--- config.mk ---
export PLATFORM = sky130hd
export DESIGN_NAME = rvfi_retire_tracker_flat
export DESIGN_NICKNAME = d
export VERILOG_FILES = /design/src/rtl/rvfi_retire_tracker_pkg.sv /design/src/rtl/rvfi_retire_tracker_if.sv /design/src/rtl/rvfi_retire_tracker_counter.sv /design/src/rtl/rvfi_retire_tracker.sv /design/src/flat_wrapper.sv
export SDC_FILE = /design/constraint.sdc
export NUM_CORES = 1
export LEC_CHECK = 0
export BUFFER_PORTS_ARGS = -buffer_cell sky130_fd_sc_hd__buf_2
export CAP_MARGIN = 20
export CORE_MARGIN = 4
export CORE_UTILIZATION = 58
export DETAILED_ROUTE_END_ITERATION = 7
export PLACE_DENSITY = 0.94
export SLEW_MARGIN = 0
export SYNTH_ARGS = -nofsm -noshare
export SYNTH_HDL_FRONTEND = slang
export SYNTH_SLANG_ARGS = --single-unit
--- constraint.sdc ---
create_clock -name clk -period 27.4 [get_ports clk]
set_input_delay 8.22 -clock clk [delete_from_list [all_inputs] [get_ports clk]]
set_output_delay 8.22 -clock clk [all_outputs]
set_load 0.01 [all_outputs]
--- src/rtl/rvfi_retire_tracker_pkg.sv ---
// Shared types for the multi-core RVFI retirement tracker.
//   trk_state_t : fault-capture FSM states
//   WDT_CODE    : error code reported when a watchdog (not the monitor) fires
//   trk_err_t   : captured-fault record at the default widths, for harness-side
//                 code that wants the record as one value
package psp_trace_pkg;

    typedef enum logic {
        TRK_RUN   = 1'b0,
        TRK_FAULT = 1'b1
    } trk_state_t;

    localparam logic [15:0] WDT_CODE = 16'hFFFF;

    typedef struct packed {
        logic [2:0]  core;
        logic [15:0] code;
        logic [63:0] order;
        logic [31:0] pc;
    } trk_err_t;

endpackage

--- src/rtl/rvfi_retire_tracker_if.sv ---
// Bus between the cores/rvfimon side (master) and the tracker (slave).
//   master drives: rvfi_valid, rvfi_pc_rdata, core_sleeping, mon_errcode, err_clear
//   slave drives : order, total_retired, pc_last, wdt_fire, err_* and halt_req
interface rvfi_retire_tracker_if #(
    parameter int NUM_CORES = 2,
    parameter int XLEN      = 32,
    parameter int ORDER_W   = 64,
    parameter int ERR_W     = 16
);
    logic [NUM_CORES-1:0]              rvfi_valid;
    logic [NUM_CORES-1:0][XLEN-1:0]    rvfi_pc_rdata;
    logic [NUM_CORES-1:0]              core_sleeping;
    logic [NUM_CORES-1:0][ERR_W-1:0]   mon_errcode;
    logic                              err_clear;

    logic [NUM_CORES-1:0][ORDER_W-1:0] order;
    logic [ORDER_W-1:0]                total_retired;
    logic [NUM_CORES-1:0][XLEN-1:0]    pc_last;
    logic [NUM_CORES-1:0]              wdt_fire;
    logic                              err_valid;
    logic [2:0]                        err_core;
    logic [ERR_W-1:0]                  err_code;
    logic [ORDER_W-1:0]                err_order;
    logic [XLEN-1:0]                   err_pc;
    logic                              halt_req;

    modport master (
        output rvfi_valid, rvfi_pc_rdata, core_sleeping, mon_errcode, err_clear,
        input  order, total_retired, pc_last, wdt_fire, err_valid, err_core,
               err_code, err_order, err_pc, halt_req
    );

    modport slave (
        input  rvfi_valid, rvfi_pc_rdata, core_sleeping, mon_errcode, err_clear,
        output order, total_retired, pc_last, wdt_fire, err_valid, err_core,
               err_code, err_order, err_pc, halt_req
    );
endinterface

--- src/rtl/rvfi_retire_tracker_counter.sv ---
// Per-core retirement bookkeeping: RVFI order counter, last retired PC and a
// no-retire watchdog. Raises err_req with the code to report for this core.
//   clk, reset        : clock, async active-high reset
//   valid, pc_rdata   : retirement strobe and PC of the retiring instruction
//   sleeping          : core is in WFI, watchdog held cleared
//   errcode           : rvfimon error code, nonzero = error
//   order, pc_last    : order of the next retirement, PC of the last one
//   wdt_fire          : watchdog saturated at its limit (level)
//   err_req, err_code : this core has an error source and its code
module rvfi_core_counter
    import psp_trace_pkg::*;
#(
    parameter int               XLEN      = 32,
    parameter int               ORDER_W   = 64,
    parameter int               ERR_W     = 16,
    parameter int               WDT_W     = 20,
    parameter logic [WDT_W-1:0] WDT_LIMIT = 20'hFFFFF
) (
    input  logic               clk,
    input  logic               reset,
    input  logic               valid,
    input  logic [XLEN-1:0]    pc_rdata,
    input  logic               sleeping,
    input  logic [ERR_W-1:0]   errcode,
    output logic [ORDER_W-1:0] order,
    output logic [XLEN-1:0]    pc_last,
    output logic               wdt_fire,
    output logic               err_req,
    output logic [ERR_W-1:0]   err_code
);
    localparam logic [ERR_W-1:0] WDT_ERR = ERR_W'(WDT_CODE);

    logic [WDT_W-1:0] wdt_cnt;

    always_ff @(posedge clk or posedge reset) begin
        if (reset) begin
            order   <= '0;
            pc_last <= '0;
            wdt_cnt <= '0;
        end else begin
            if (valid) begin
                order   <= order + 1'b1;
                pc_last <= pc_rdata;
            end
            // A limit of zero keeps the counter parked at 0, so it never fires.
            if (valid || sleeping || (WDT_LIMIT == '0))
                wdt_cnt <= '0;
            else if (wdt_cnt != WDT_LIMIT)
                wdt_cnt <= wdt_cnt + 1'b1;
        end
    end

    assign wdt_fire = (WDT_LIMIT != '0) && (wdt_cnt == WDT_LIMIT);

    // Monitor code takes precedence over the watchdog within one core.
    assign err_req  = (|errcode) || wdt_fire;
    assign err_code = (|errcode) ? errcode : WDT_ERR;

endmodule

--- src/rtl/rvfi_retire_tracker.sv ---
// Multi-core RVFI retirement tracker. Keeps per-core order/PC/watchdog state,
// a wrapping total of retirements, and captures the first error seen on any
// core (lowest index wins) into sticky err_* registers with halt_req.
//   clk, reset : clock, async active-high reset
//   bus        : slave side of rvfi_retire_tracker_if (inputs from cores and
//                rvfimon, err_clear from the harness; counters, fault record
//                and halt_req back out)
module rvfi_retire_tracker
    import psp_trace_pkg::*;
#(
    parameter int               NUM_CORES = 2,
    parameter int               XLEN      = 32,
    parameter int               ORDER_W   = 64,
    parameter int               ERR_W     = 16,
    parameter int               WDT_W     = 20,
    parameter logic [WDT_W-1:0] WDT_LIMIT = 20'hFFFFF
) (
    input  logic                  clk,
    input  logic                  reset,
    rvfi_retire_tracker_if.slave  bus
);
    logic [NUM_CORES-1:0][ORDER_W-1:0] order_q;
    logic [NUM_CORES-1:0][XLEN-1:0]    pc_last_q;
    logic [NUM_CORES-1:0]              req;
    logic [NUM_CORES-1:0][ERR_W-1:0]   req_code;

    for (genvar g = 0; g < NUM_CORES; g++) begin : g_core
        rvfi_core_counter #(
            .XLEN     (XLEN),
            .ORDER_W  (ORDER_W),
            .ERR_W    (ERR_W),
            .WDT_W    (WDT_W),
            .WDT_LIMIT(WDT_LIMIT)
        ) u_cnt (
            .clk      (clk),
            .reset    (reset),
            .valid    (bus.rvfi_valid[g]),
            .pc_rdata (bus.rvfi_pc_rdata[g]),
            .sleeping (bus.core_sleeping[g]),
            .errcode  (bus.mon_errcode[g]),
            .order    (order_q[g]),
            .pc_last  (pc_last_q[g]),
            .wdt_fire (bus.wdt_fire[g]),
            .err_req  (req[g]),
            .err_code (req_code[g])
        );
    end

    assign bus.order   = order_q;
    assign bus.pc_last = pc_last_q;

    // Priority encoder: walking downwards lets the lowest requesting core win.
    logic               sel_hit;
    logic [2:0]         sel_idx;
    logic [ERR_W-1:0]   sel_code;
    logic [ORDER_W-1:0] sel_order;
    logic [XLEN-1:0]    sel_pc;

    always_comb begin
        sel_hit   = 1'b0;
        sel_idx   = '0;
        sel_code  = '0;
        sel_order = '0;
        sel_pc    = '0;
        for (int i = NUM_CORES - 1; i >= 0; i--) begin
            if (req[i]) begin
                sel_hit   = 1'b1;
                sel_idx   = 3'(i);
                sel_code  = req_code[i];
                sel_order = order_q[i];
                sel_pc    = pc_last_q[i];
            end
        end
    end

    // Popcount of this cycle's retirements.
    logic [ORDER_W-1:0] retire_cnt;
    always_comb begin
        retire_cnt = '0;
        for (int i = 0; i < NUM_CORES; i++)
            retire_cnt = retire_cnt + ORDER_W'(bus.rvfi_valid[i]);
    end

    always_ff @(posedge clk or posedge reset) begin
        if (reset) bus.total_retired <= '0;
        else       bus.total_retired <= bus.total_retired + retire_cnt;
    end

    // Fault-capture FSM.
    trk_state_t state, state_nxt;
    logic       capture, clear;

    always_ff @(posedge clk or posedge reset) begin
        if (reset) state <= TRK_RUN;
        else       state <= state_nxt;
    end

    always_comb begin
        state_nxt = state;
        capture   = 1'b0;
        clear     = 1'b0;
        case (state)
            TRK_RUN: begin
                if (sel_hit) begin
                    capture   = 1'b1;
                    state_nxt = TRK_FAULT;
                end
            end
            TRK_FAULT: begin
                // Errors present in the clear cycle are deliberately dropped;
                // a persistent one is picked up again from RUN next cycle.
                if (bus.err_clear) begin
                    clear     = 1'b1;
                    state_nxt = TRK_RUN;
                end
            end
            default: state_nxt = TRK_RUN;
        endcase
    end

    always_ff @(posedge clk or posedge reset) begin
        if (reset) begin
            bus.err_core  <= '0;
            bus.err_code  <= '0;
            bus.err_order <= '0;
            bus.err_pc    <= '0;
        end else if (capture) begin
            bus.err_core  <= sel_idx;
            bus.err_code  <= sel_code;
            bus.err_order <= sel_order;
            bus.err_pc    <= sel_pc;
        end else if (clear) begin
            bus.err_core  <= '0;
            bus.err_code  <= '0;
            bus.err_order <= '0;
            bus.err_pc    <= '0;
        end
    end

    assign bus.err_valid = (state == TRK_FAULT);
    assign bus.halt_req  = (state == TRK_FAULT);

endmodule

--- src/flat_wrapper.sv ---
// flat-port wrapper written by rule: the top's interface ports become plain ports
module rvfi_retire_tracker_flat import psp_trace_pkg::*;
#(
    parameter int               NUM_CORES = 2,
    parameter int               XLEN      = 32,
    parameter int               ORDER_W   = 64,
    parameter int               ERR_W     = 16,
    parameter int               WDT_W     = 20,
    parameter logic [WDT_W-1:0] WDT_LIMIT = 20'hFFFFF
)
  (clk, reset, bus_rvfi_valid, bus_rvfi_pc_rdata, bus_core_sleeping, bus_mon_errcode, bus_err_clear, bus_order, bus_total_retired, bus_pc_last, bus_wdt_fire, bus_err_valid, bus_err_core, bus_err_code, bus_err_order, bus_err_pc, bus_halt_req);
  rvfi_retire_tracker_if #(.NUM_CORES(NUM_CORES), .XLEN(XLEN), .ORDER_W(ORDER_W), .ERR_W(ERR_W)) bus_i ();
  input  logic clk;
  input  logic reset;
  input wire logic [$bits(bus_i.rvfi_valid)-1:0] bus_rvfi_valid;
  input wire logic [$bits(bus_i.rvfi_pc_rdata)-1:0] bus_rvfi_pc_rdata;
  input wire logic [$bits(bus_i.core_sleeping)-1:0] bus_core_sleeping;
  input wire logic [$bits(bus_i.mon_errcode)-1:0] bus_mon_errcode;
  input wire logic [$bits(bus_i.err_clear)-1:0] bus_err_clear;
  output wire logic [$bits(bus_i.order)-1:0] bus_order;
  output wire logic [$bits(bus_i.total_retired)-1:0] bus_total_retired;
  output wire logic [$bits(bus_i.pc_last)-1:0] bus_pc_last;
  output wire logic [$bits(bus_i.wdt_fire)-1:0] bus_wdt_fire;
  output wire logic [$bits(bus_i.err_valid)-1:0] bus_err_valid;
  output wire logic [$bits(bus_i.err_core)-1:0] bus_err_core;
  output wire logic [$bits(bus_i.err_code)-1:0] bus_err_code;
  output wire logic [$bits(bus_i.err_order)-1:0] bus_err_order;
  output wire logic [$bits(bus_i.err_pc)-1:0] bus_err_pc;
  output wire logic [$bits(bus_i.halt_req)-1:0] bus_halt_req;
  assign bus_i.rvfi_valid = bus_rvfi_valid;
  assign bus_i.rvfi_pc_rdata = bus_rvfi_pc_rdata;
  assign bus_i.core_sleeping = bus_core_sleeping;
  assign bus_i.mon_errcode = bus_mon_errcode;
  assign bus_i.err_clear = bus_err_clear;
  assign bus_order = bus_i.order;
  assign bus_total_retired = bus_i.total_retired;
  assign bus_pc_last = bus_i.pc_last;
  assign bus_wdt_fire = bus_i.wdt_fire;
  assign bus_err_valid = bus_i.err_valid;
  assign bus_err_core = bus_i.err_core;
  assign bus_err_code = bus_i.err_code;
  assign bus_err_order = bus_i.err_order;
  assign bus_err_pc = bus_i.err_pc;
  assign bus_halt_req = bus_i.halt_req;
  rvfi_retire_tracker #(.NUM_CORES(NUM_CORES), .XLEN(XLEN), .ORDER_W(ORDER_W), .ERR_W(ERR_W), .WDT_W(WDT_W), .WDT_LIMIT(WDT_LIMIT)) u_core (.clk(clk), .reset(reset), .bus(bus_i));
endmodule
==> reports/metrics.csv <==
metric,value,unit
seq_area,10300,um^2
place_congestion,0.938,
crit_type,reg2out,
reg2regPathDepth,7,
final_cell_area,23500,um^2
mostFrequentLayoutCells,"buf_2 (476), dfrtp_1 (410), xnor2_1 (143)",
die_h,190,um
nFillCells,2266,
overflow,0,
power_frac_comb,19.7,%
min_path_type,reg2reg,
dieArea,36200,um^2
die_w,190,um
area_delta_synth_final,21.6,%
min_period_over_period,39.9,%
grt_pass1_wl,90900,um
num_rows,66,
slew_violations,0,
period_minus_slack,10.93,ns
finalHoldViolCount,0,
pwr-share-seq,44.2,%
p_leak,0.0119,uW
switching_share,30.5,%
setup.worst_path.start_class,flop,
end_kind,primary output,
synth_edf_count,0,
required,19.18,ns
cts-htree-levels,2,
ant_nets,0,
ys_ff_latch,410,
r2r-start,u_core.g_core[0].u_cnt.wdt_cnt[0]$_DFFE_PP0P_,
syn-mean-instance-area,11.5,um^2
drcViolationCount,2,
cap_violations,0,
status,finished with violations,
antenna_found_initial,2,
worstMarginPinSlew,1.17,ns
via_count,15700,
final_nets,2250,
postCtsSetupBuffers,0,
skew,0.0146,ns
via_per_inst,6.00,
initial_utilization,59.0,%
pin_count,478,
arrival,2.71,ns
min_from,u_core.bus.total_retired[63]$_DFF_PP0_,
violations,design-rule violations,
ir_drop,0.0000543,V
async_flop_share,100,%
clock-sinks,410,
yosys.area_share.simple,13.9,%
ctsRootBufferMaster,clkbuf_16,
wl,59100,um
syn_inst,1679,
relSlewSlack,21.8,%
min_path_cells,1,
clk_pin_slew,0.06,ns
ctsHoldBuffers,0,
yosysWarnings,0,
grt_start_max_net_pins,97,
switchingPower,507,uW
fin_hold_ws,0.478,ns
fin_tns_setup,0,ns
tritoncts,built,
hold-path-endpoint,u_core.bus.total_retired[63]$_DFF_PP0_,
synth_top_family_by_area,simple AND/OR/NAND/NOR gates,
synth_xor_area_share,9.90,%
synth_area,19300,um^2
portBuffers,475,
rsz0062_at_grt,false,
synth_cell_types,60,
cts_buffers,43,
core,32700,um^2
intPower,1150,uW
dpl_cell_area,21900,um^2
multi_input_area,8100,um^2
hpwl,42000,um
synthAdderAreaFrac,0.558,%
synthMuxAreaShare,8.89,%
timing.rr.end,u_core.bus.err_order[9]$_DFFE_PP0P_,
firstDrtPassIters,7,
drtIter0Drc,1191,
ys_seq_area_share,53.2,%
cp_max_fo,15,
setup_viol,0,
final_common_cell,buf_2,
power_frac_clock,36.1,%
clkLatencyLatePin,0.53,ns
synth_flop_cell,dfrtp_1,
synth_compound_area_share,8.50,%
grt_usage,31.5,%
cts_resized,0,
max_freq,91.5,MHz
wire_per_inst,22.6,um
layout-drive-gt1-share,33.8,%
reg2reg_slack,23.42,ns
power_density,70.8,nW/um^2
grt_pass1_vias,16200,
cts_max_path_buffers,3,
==> routing by layer <==
metal | track usage [%] | part of all wire, %
met5 | 0 | 0
met4 | 16.0 | 5.6
met3 | 7.74 | 9.2
met2 | 52.3 | 49
met1 | 38.5 | 36
==> worst max-delay path, cell delays in order (launching register included) <==
cell	delay, ns
dfrtp_1	0.41
ha_1	0.43
nand4_1	0.59
nor2_1	0.53
buf_2	0.22
==> logic make-up (layout without fill, tap and decap cells) <==
family / count (synthesis) / count (layout)
compound gates: 173 / 173
buf+inv: 215 / 706
xor+xnor: 218 / 218
simple gates: 491 / 491
mux: 163 / 163
other cells: 1 / 5
fa+ha+maj: 8 / 8
flops: 410 / 410
==> final cells by class <==
type	instances	share of cell area [%]
flip-flops and latches	410	43.7
repair buffers	496	11.0
diodes	3	0.0320
multi-input cells	1055	34.5
well taps	442	2.36
clock inverters	21	0.918
clock buffers	56	5.28
inverters	133	2.16
==> cells in the mapped netlist (all sizes together) (8+ instances only) <==
master	number	share of area (%)
and2	9	0.29
and3	35	1.1
a211oi	8	0.31
inv	133	2.6
dfrtp	410	53
xnor2	143	6.5
nand2	78	1.5
nand4	77	2.6
nor2	76	1.5
nor4	24	0.97
and4	26	1.2
clkbuf	36	0.75
xor2	75	3.4
buf	46	1.7
mux2	66	3.9
nand3	84	2.2
o22ai	113	6.3
o31ai	16	0.62
mux2i	97	5.0
nand2b	21	0.68
nor3	42	1.1
==> power by group through the flow <==
| stage | sequential, uW | combinational, uW | clock (uW) |
|---|---|---|---|
| final | 733 | 327 | 600 |
| after global routing | 741 | 352 | 633 |
| after CTS | 732 | 327 | 605 |
| after detailed placement | 740 | 325 | 0 |
| after global placement | 738 | 315 | 0 |
| after floorplan | 758 | 176 | 0 |
==> stage by stage <==
step	setup slack (ns)	instances	power (uW)	util [%]
3_5_place_dp	15.79	2532	1060	67.0
4_1_cts	16.34	2609	1660	71.5
2_1_floorplan	7.77	1680	934	-
5_1_grt	16.33	2615	1730	71.7
3_3_place_gp	15.92	2531	1050	67.0
6_report	16.47	2616	1660	71.7
==> sequential cells by signal, summed over array words and instances, names as in the netlist <==
| signal | flops |
|---|---|
| u_core.bus.total_retired | 64 |
| u_core.g_core.u_cnt.wdt_cnt | 40 |
| u_core.bus.err_code | 16 |
| u_core.g_core.u_cnt.order | 128 |
| u_core.bus.err_order | 64 |
| u_core.bus.err_pc | 32 |
| u_core.bus.err_core | 1 |
| u_core.bus.err_valid | 1 |
| u_core.g_core.u_cnt.pc_last | 64 |
==> worst max path at each step <==
| stage | startpoint | to | slack, ns | depth (start not counted) |
|---|---|---|---|---|
| global placement | bus_mon_errcode[10] | u_core.bus.err_order[24]$_DFFE_PP0P_ | 15.92 | 7 |
| floorplan | reset | u_core.bus.err_code[0]$_DFFE_PP0P_ | 7.77 | 1 |
| detailed placement | bus_mon_errcode[10] | u_core.bus.err_order[55]$_DFFE_PP0P_ | 15.79 | 7 |
| global route | u_core.g_core[0].u_cnt.wdt_cnt[0]$_DFFE_PP0P_ | bus_wdt_fire[0] | 16.33 | 4 |
| CTS | bus_mon_errcode[10] | u_core.bus.err_order[55]$_DFFE_PP0P_ | 16.34 | 7 |
| finish | u_core.g_core[0].u_cnt.wdt_cnt[0]$_DFFE_PP0P_ | bus_wdt_fire[0] | 16.47 | 4 |
Power figures use the tool's default switching activity.
